[config.mk]
export PLATFORM = sky130hd
export DESIGN_NAME = sys_timer_flat
export DESIGN_NICKNAME = d
export VERILOG_FILES = /design/src/rtl/sys_timer_pkg.sv /design/src/rtl/sys_timer_if.sv /design/src/rtl/sys_timer_counter64.sv /design/src/rtl/sys_timer.sv /design/src/flat_wrapper.sv
export SDC_FILE = /design/constraint.sdc
export NUM_CORES = 1
export LEC_CHECK = 0
export BUFFER_PORTS_ARGS = -buffer_cell sky130_fd_sc_hd__buf_2
export CAP_MARGIN = 0
export CORE_MARGIN = 5
export CORE_UTILIZATION = 50
export CTS_CLUSTER_DIAMETER = 50
export CTS_CLUSTER_SIZE = 28
export DETAILED_ROUTE_END_ITERATION = 7
export HOLD_SLACK_MARGIN = 0.08
export PLACE_DENSITY = 0.66
export SLEW_MARGIN = 20
export SYNTH_ARGS = -nofsm -noshare
export SYNTH_HDL_FRONTEND = slang
export SYNTH_HIERARCHICAL = 1
export SYNTH_SLANG_ARGS = --single-unit
[constraint.sdc]
create_clock -name clk -period 2.9 [get_ports clk]
set_clock_uncertainty 0.05 [all_clocks]
set_input_delay 0.145 -clock clk [delete_from_list [all_inputs] [get_ports clk]]
set_output_delay 0.145 -clock clk [all_outputs]
set_load 0.1 [all_outputs]
[src/rtl/sys_timer_pkg.sv]
// Shared types for the system timer block: register width and counter selection.
package RV32Consts;
  typedef logic [31:0] IntReg;
endpackage

package SysTimerConsts;
  typedef enum logic [1:0] {
    CYCLE   = 2'd0,
    TIME    = 2'd1,
    INSTRET = 2'd2
  } Type;

  localparam int unsigned TIME_DIV_DEFAULT = 100;
endpackage

[src/rtl/sys_timer_if.sv]
// Read port between the CSR unit (requester) and the system timer (responder).
interface SysTimerIF;
  import SysTimerConsts::*;

  Type               timer;
  logic              upper;
  RV32Consts::IntReg data;

  modport CSRUnitPort  (output timer, output upper, input  data);
  modport SysTimerPort (input  timer, input  upper, output data);
endinterface

[src/rtl/sys_timer_counter64.sv]
// Free-running 64-bit counter with synchronous clear; wraps silently at 2^64-1.
module sys_counter64 (
  input  logic        clk,
  input  logic        reset,
  input  logic        inc,
  output logic [63:0] count
);
  logic [63:0] cnt_q;

  // Single 64-bit add keeps the bit-31 carry inside one clock edge.
  always_ff @(posedge clk) begin
    if (reset) begin
      cnt_q <= '0;
    end else if (inc) begin
      cnt_q <= cnt_q + 64'd1;
    end
  end

  assign count = cnt_q;
endmodule

[src/rtl/sys_timer.sv]
// CYCLE / TIME / INSTRET counters with a TIME prescaler and a zero-latency read mux.
module sys_timer
  import SysTimerConsts::*;
#(
  parameter int unsigned TIME_DIV = TIME_DIV_DEFAULT
) (
  input  logic                   clk,
  input  logic                   reset,
  input  logic                   count_en,
  input  logic                   retire,
  SysTimerIF.SysTimerPort        sys_timer_if
);
  logic [15:0] prescaler;
  logic        time_tick;
  logic [63:0] cycle_cnt;
  logic [63:0] time_cnt;
  logic [63:0] instret_cnt;
  logic [63:0] sel_cnt;

  assign time_tick = (prescaler == 16'(TIME_DIV - 1));

  // TIME runs off the raw clock; count_en deliberately does not gate it.
  always_ff @(posedge clk) begin
    if (reset) begin
      prescaler <= '0;
    end else if (time_tick) begin
      prescaler <= '0;
    end else begin
      prescaler <= prescaler + 16'd1;
    end
  end

  sys_counter64 u_cycle (
    .clk   (clk),
    .reset (reset),
    .inc   (count_en),
    .count (cycle_cnt)
  );

  sys_counter64 u_time (
    .clk   (clk),
    .reset (reset),
    .inc   (time_tick),
    .count (time_cnt)
  );

  sys_counter64 u_instret (
    .clk   (clk),
    .reset (reset),
    .inc   (count_en & retire),
    .count (instret_cnt)
  );

  always_comb begin
    sel_cnt = '0;
    case (sys_timer_if.timer)
      CYCLE:   sel_cnt = cycle_cnt;
      TIME:    sel_cnt = time_cnt;
      INSTRET: sel_cnt = instret_cnt;
      default: sel_cnt = '0;
    endcase
    sys_timer_if.data = sys_timer_if.upper ? sel_cnt[63:32] : sel_cnt[31:0];
  end
endmodule

[src/flat_wrapper.sv]
// flat-port wrapper written by rule: the top's interface ports become plain ports
module sys_timer_flat import SysTimerConsts::*;
#(
  parameter int unsigned TIME_DIV = TIME_DIV_DEFAULT
)
  (clk, reset, count_en, retire, sys_timer_if_timer, sys_timer_if_upper, sys_timer_if_data);
  SysTimerIF sys_timer_if_i ();
  input  logic clk;
  input  logic reset;
  input  logic count_en;
  input  logic retire;
  input wire logic [$bits(sys_timer_if_i.timer)-1:0] sys_timer_if_timer;
  input wire logic [$bits(sys_timer_if_i.upper)-1:0] sys_timer_if_upper;
  output wire logic [$bits(sys_timer_if_i.data)-1:0] sys_timer_if_data;
  assign sys_timer_if_i.timer = sys_timer_if_timer;
  assign sys_timer_if_i.upper = sys_timer_if_upper;
  assign sys_timer_if_data = sys_timer_if_i.data;
  sys_timer #(.TIME_DIV(TIME_DIV)) u_core (.clk(clk), .reset(reset), .count_en(count_en), .retire(retire), .sys_timer_if(sys_timer_if_i));
endmodule
==> flow_metrics.env, run 1 <==
export IMPL_status="finished clean"
export IMPL_htreeDepth=1
export IMPL_p_int_mw=5.07
export IMPL_die_y_um=162
export IMPL_synth_top_family_by_area="simple AND/OR/NAND/NOR gates"
export IMPL_netlist_area_um2=11500
export IMPL_hp_start="retire"
export IMPL_antenna_found_initial=0
export IMPL_routabilityCongestion=0.923
export IMPL_comb_power_share_pct=9.3
export IMPL_fin_nets=1394
export IMPL_core_um2=22600
export IMPL_drv_cap=0
export IMPL_numCtsBuffers=27
export IMPL_dp_hpwl_um=23900
export IMPL_rrSetupSlack_ps=170
export IMPL_required_ps=3310
export IMPL_synth_top_area_share_pct=36.2
export IMPL_seq_area_frac_synth_pct=36.2
export IMPL_cts_root_buffer_cell="clkbuf_16"
export IMPL_drcViolationCount=0
export IMPL_synth_seq_cells=208
export IMPL_clock_sinks=208
export IMPL_fin_hold_ws_ps=114
export IMPL_powerDensity_nw_per_um2=519
export IMPL_gr_total_overflow=0
export IMPL_first_iter_violations=1033
export IMPL_cp_start_kind="register"
export IMPL_n_fill_cell=1978
export IMPL_drv_slew=0
export IMPL_worstSkewPairLatency_ps=550
export IMPL_synth_edf_count=0
export IMPL_period_minus_slack_ps=2730
export IMPL_r2r_end="u_core/u_time/count[48]"
export IMPL_finalInstanceArea_um2=13600
export IMPL_placement_io_buffers=38
export IMPL_vias=10500
export IMPL_die_w_um=162
export IMPL_critPathMaxFanout=10
export IMPL_clkSlewWorstSetupHoldPaths_ps=70
export IMPL_max_freq_ghz=0.367
export IMPL_synthArstFlopShare_pct=0
export IMPL_grt_usage_pct=25.0
export IMPL_ys_flop_type="dfxtp_1"
export IMPL_grt_pass1_wl_um=53500
export IMPL_p_sw_mw=1.98
export IMPL_cts_tree="done"
export IMPL_clkPwrFrac_pct=49.9
export IMPL_use_met2_pct=39.6
export IMPL_busiest_layer="met2"
export IMPL_syn_area_per_cell_um2=8.52
export IMPL_final_layout_size_suffix_gt1_share_pct=15.8
export IMPL_setup_viol=0
export IMPL_r2r_start="u_core/prescaler[0]"
export IMPL_r2r_cells=9
export IMPL_synth_cell_type_count=45
export IMPL_grt_met3_usage_pct=3.50
export IMPL_grt_max_degree=62
export IMPL_use_met1_pct=34.6
export IMPL_area_delta_synth_final_pct=18.2
export IMPL_cp_end_kind="register"
export IMPL_synth_compound_area_share_pct=12.6
export IMPL_drt_total_wl_um=33400
export IMPL_fin_setup_tns_ps=0
export IMPL_yosys_warnings=6
export IMPL_synth_mux_area_share_pct=6.47
export IMPL_timing_final_ws_setup_ps=174
export IMPL_pwr_share_seq_pct=40.8
export IMPL_yosys_area_share_xor_xnor_pct=9.52
export IMPL_hold_viol_final=0
export IMPL_rows=55
export IMPL_arrival_ps=3140
export IMPL_path_class="register to register"
export IMPL_holdPathStages=4
export IMPL_dr_pass1_iters=5
export IMPL_antenna_cells=0
export IMPL_post_dp_cell_area_um2=12600
export IMPL_yosys_top_cells_area="dfxtp_1 (36%), xor2_1 (6.0%), nor2_1 (4.9%)"
export IMPL_dp_worst_setup_slack_ps=38.5
export IMPL_p_leak_nw=4.67
export IMPL_ir_worst_vdd_mv=0.447
export IMPL_min_to="u_core/u_instret/count[0]"
export IMPL_switching_share_pct=28.1
export IMPL_relSlewSlack_pct=47.0
export IMPL_yosys_area_share_simple_pct=30.9
export IMPL_netlist_instances=1349
export IMPL_die_area_um2=26100
export IMPL_start_util_pct=50.8
export IMPL_grt_pass1_vias=9868
export IMPL_yosysTopAreaCell="dfxtp_1"
export IMPL_io_pins=39
export IMPL_vias_per_cell=6.23
export IMPL_hp_class="input port to register"
export IMPL_clock_path_buffers=3
export IMPL_wire_per_inst_um=19.8
export IMPL_ant_nets=0
export IMPL_worstMarginPinSlew_ps=795
export IMPL_synth_fa_ha_area_share_pct=0.435
export IMPL_syn_num_nets=1360
export IMPL_post_route_period_util_pct=94.0
worst max-delay path by stage:
stage	start	end	slack, ps	cells after the start
after floorplan	sys_timer_if_timer[1]	sys_timer_if_data[13]	-400	7
after global placement	u_core/prescaler[0]	u_core/u_time/count[62]	170	8
after detailed placement	u_core/prescaler[0]	u_core/u_time/count[63]	40	8
after CTS	u_core/prescaler[0]	u_core/u_time/count[63]	90	8
after global routing	u_core/prescaler[0]	u_core/u_time/count[63]	-30	8
final	u_core/prescaler[0]	u_core/u_time/count[48]	170	9
worst max-delay path, stage by stage, from the launching register on:
cell and delay, ps:
dfxtp_1 360, ha_1 250, nor3b_1 220, and4_2 400, nand4_4 210, nor2_4 250
nand4b_1 190, buf_4 220, or3_1 310, a21oi_1 180
cells in the final DEF (no fill, tap or decap), types with 32 or more instances in the layout:
master and count:
a21oi_1 75, buf_12 34, buf_4 33, dfxtp_1 208, mux2_2 35, mux2i_1 35, nand2_1 55, nand3_1 64
nand4_1 89, nor2_1 149, nor2b_1 41, o21ai_0 86, o22ai_1 32, or3_1 57, xnor2_1 46, xor2_1 79
power groups by stage:
stage,clock (mW),combinational [mW],sequential (mW)
after detailed placement,0,0.654,2.94
after global placement,0,0.654,2.94
after global routing,3.72,0.687,2.87
final,3.52,0.659,2.87
after floorplan,0,0.440,2.94
after CTS,3.57,0.661,2.87
through the flow:
stage          instances  total power, mW  util [%]
6_report            1689             7.05      60.0
5_1_grt             1689             7.28      60.0
4_1_cts             1688             7.11      59.9
3_5_place_dp        1635             3.59      55.6
3_3_place_gp        1635             3.59      55.6
2_1_floorplan       1349             3.38         -
area by class of cell:
type	instances	area, µm²	share of cell area, %
Clock buffer	27	676	4.97
Clock inverter	23	278	2.04
Tap cell	285	357	2.62
Timing Repair Buffer	75	990	7.28
Sequential cell	208	4160	30.6
Multi-Input combinational cell	1043	7020	51.7
Inverter	28	105	0.773
cells in the mapped netlist (35+ instances only):
| library cell | number |
|---|---|
| dfxtp_1 | 208 |
| nor2_1 | 149 |
| nand4_1 | 89 |
| o21ai_0 | 86 |
| xor2_1 | 79 |
| a21oi_1 | 75 |
| nand3_1 | 64 |
| or3_1 | 57 |
| nand2_1 | 55 |
| xnor2_1 | 46 |
| nor2b_1 | 41 |
| clkbuf_1 | 35 |
| mux2_2 | 35 |
| mux2i_1 | 35 |
state kept, by name, indices dropped and copies added (netlist names):
signal	flops
u_core/prescaler	16
u_core/u_cycle/count	64
u_core/u_instret/count	64
u_core/u_time/count	64
per-layer routing:
metal  vias up  part of all wire, %
li1       5063                    -
met1      5037                   44
met2       339                   45
met3        81                  6.3
met4         0                  4.6
met5         -                    0
what timing repair did:
| action | in CTS | in global routing |
|---|---|---|
| hold buffers | 3 | 0 |
| resized for setup | 1 | 2 |
| setup endpoints to repair | 1 | 8 |
| endpoints found under the hold margin | 46 | 0 |
| gates cloned | 0 | 0 |
| pin swaps | 0 | 1 |
| setup buffers | 0 | 1 |
logic make-up (layout without fill, tap and decap cells):
kind of cell	count (synthesis)	after routing
compound gates	246	246
xor+xnor	125	125
fa+ha+maj	4	4
buf+inv	98	153
flops	208	208
mux	70	70
simple gates	598	598
(Power assumes the default switching activity.)
==> inputs of run 2 (changes only) <==
PLACE_DENSITY = default   (was 0.66)
PLACE_DENSITY_LB_ADDON = 0.05   (was default)
SETUP_SLACK_MARGIN = 0.15   (was default)
==> flow_metrics.env, run 2 (synthesis results as in run 1) <==
export IMPL_critPathMaxFanout=6
export IMPL_placement_io_buffers=38
export IMPL_path_class="register to register"
export IMPL_final_cells=1704
export IMPL_rows=55
export IMPL_fin_nets=1408
export IMPL_vias=10400
export IMPL_start_util_pct=50.8
export IMPL_drv_slew=0
export IMPL_drcViolationCount=0
export IMPL_final_layout_size_suffix_gt1_share_pct=16.5
export IMPL_drt_total_wl_um=33900
export IMPL_grt_pass1_wl_um=54100
export IMPL_clock_sinks=208
export IMPL_grt_met3_usage_pct=4.62
export IMPL_clkPwrFrac_pct=50.6
export IMPL_grt_usage_pct=25.5
export IMPL_cts_root_buffer_cell="clkbuf_16"
export IMPL_holdPathStages=4
export IMPL_dp_hpwl_um=24500
export IMPL_grt_pass1_vias=9788
export IMPL_powerDensity_nw_per_um2=521
export IMPL_post_route_period_util_pct=88.6
export IMPL_drv_cap=0
export IMPL_critical_path_top_delay_family="simple AND/OR/NAND/NOR gates"
export IMPL_path_cells="ha_2, nor3b_1, and4_4, nand4_2, nor3_2, nand3_2, nor4_1, mux2_2"
export IMPL_pwr_share_seq_pct=40.2
export IMPL_cp_start_kind="register"
export IMPL_post_dp_cell_area_um2=12700
export IMPL_core_um2=22600
export IMPL_io_pins=39
export IMPL_comb_power_share_pct=9.2
export IMPL_cp_end_kind="register"
export IMPL_clock_path_buffers=3
export IMPL_status="finished clean"
export IMPL_cts_tree="done"
export IMPL_switching_share_pct=25.5
export IMPL_ant_nets=0
export IMPL_routabilityCongestion=0.904
export IMPL_gr_total_overflow=0
export IMPL_setup_viol=0
export IMPL_period_minus_slack_ps=2570
export IMPL_first_iter_violations=1054
export IMPL_rsz0062_at_grt="false"
export IMPL_relSlewSlack_pct=47.3
export IMPL_max_stage_delay_ps=390
export IMPL_critical_path_buf_inv_count=0
export IMPL_p_int_mw=5.33
export IMPL_p_leak_nw=4.75
export IMPL_arrival_ps=2950
export IMPL_p_sw_mw=1.82
export IMPL_busiest_layer="met2"
export IMPL_mostFrequentLayoutCells="dfxtp_1 (208), nor2_1 (149), nand4_1 (89), o21ai_0 (86), xor2_1 (79)"
export IMPL_die_y_um=162
export IMPL_clkSlewWorstSetupHoldPaths_ps=60
export IMPL_fin_util_pct=60.7
export IMPL_final_common_cell="dfxtp_1"
export IMPL_worstMarginPinSlew_ps=785
export IMPL_dp_worst_setup_slack_ps=225
export IMPL_htreeDepth=1
export IMPL_vias_per_cell=6.12
export IMPL_worstSkewPairLatency_ps=550
export IMPL_cp_depth=8
export IMPL_use_met1_pct=35.5
export IMPL_finalInstanceArea_um2=13700
export IMPL_antenna_found_initial=0
export IMPL_slowest_stage="nor4_1"
export IMPL_area_delta_synth_final_pct=19.4
export IMPL_use_met2_pct=40.1
export IMPL_dp_cells=1647
export IMPL_die_w_um=162
export IMPL_wire_per_inst_um=19.9
export IMPL_power_mw=7.15
export IMPL_hold_viol_final=0
export IMPL_antenna_cells=0
export IMPL_ir_worst_vdd_mv=0.442
export IMPL_numCtsBuffers=28
export IMPL_max_freq_ghz=0.389
export IMPL_dr_pass1_iters=5
export IMPL_timing_final_ws_setup_ps=330
export IMPL_required_ps=3280
export IMPL_r2r_cells=8
export IMPL_hp_class="input port to register"
export IMPL_die_area_um2=26100
export IMPL_grt_max_degree=101
[run 2: cell types whose count changed in the layout (fill, tap and decap cells not counted), sizes merged]
cell	delta
clkbuf	+8
buf	+14
inv	-11
bufinv	+2
clkinvlp	+3
dlygate4sd3	-1
[run 2: power groups by stage]
stage / Clock [mW] / Sequential [mW] / Combinational (mW)
finish: 3.61 / 2.88 / 0.658
floorplan: 0 / 2.94 / 0.440
global route: 3.80 / 2.88 / 0.688
detailed placement: 0 / 2.94 / 0.658
global placement: 0 / 2.94 / 0.659
CTS: 3.66 / 2.88 / 0.663
[run 2: worst paths after layout]
check                      start                         to  slack (ps)
min reg2reg  u_core/prescaler[0]        u_core/prescaler[0]         420
max          u_core/prescaler[0]    u_core/u_time/count[63]         330
min                       retire  u_core/u_instret/count[0]         120
max reg2reg  u_core/prescaler[0]    u_core/u_time/count[63]         330
[run 2: worst min-delay path: stages]
cell and delay (ps):
buf_2 70, and2_1 270, xnor2_1 110, nor2_1 70
[run 2: layout make-up]
class,count,area [µm²]
fillers,1990,8910
multi-input cells,1043,7010
flip-flops and latches,208,4160
repair buffers,88,1110
clock buffers,35,768
well taps,285,357
clock inverters,17,216
inverters,28,105
[run 2: what timing repair did]
action                                 4_1_cts  5_1_grt
buffers inserted                             0        3
hold buffers                                 2        0
endpoints found under the hold margin       26        0
gates resized for setup                      0        3
setup endpoints to repair                    0       15
[run 2: per-stage QoR]
stage / hold slack [ps] / TNS (ps)
CTS: 117 / 0
global route: 149 / 0
finish: 120 / 0
floorplan: 243 / -5110
detailed placement: 404 / 0
global placement: 396 / 0
[run 2: per-layer routing]
layer,routed length [µm],part of all wire (%)
met1,15400,45
met2,15200,45
met5,0,0
met3,2140,6.3
met4,1250,3.7
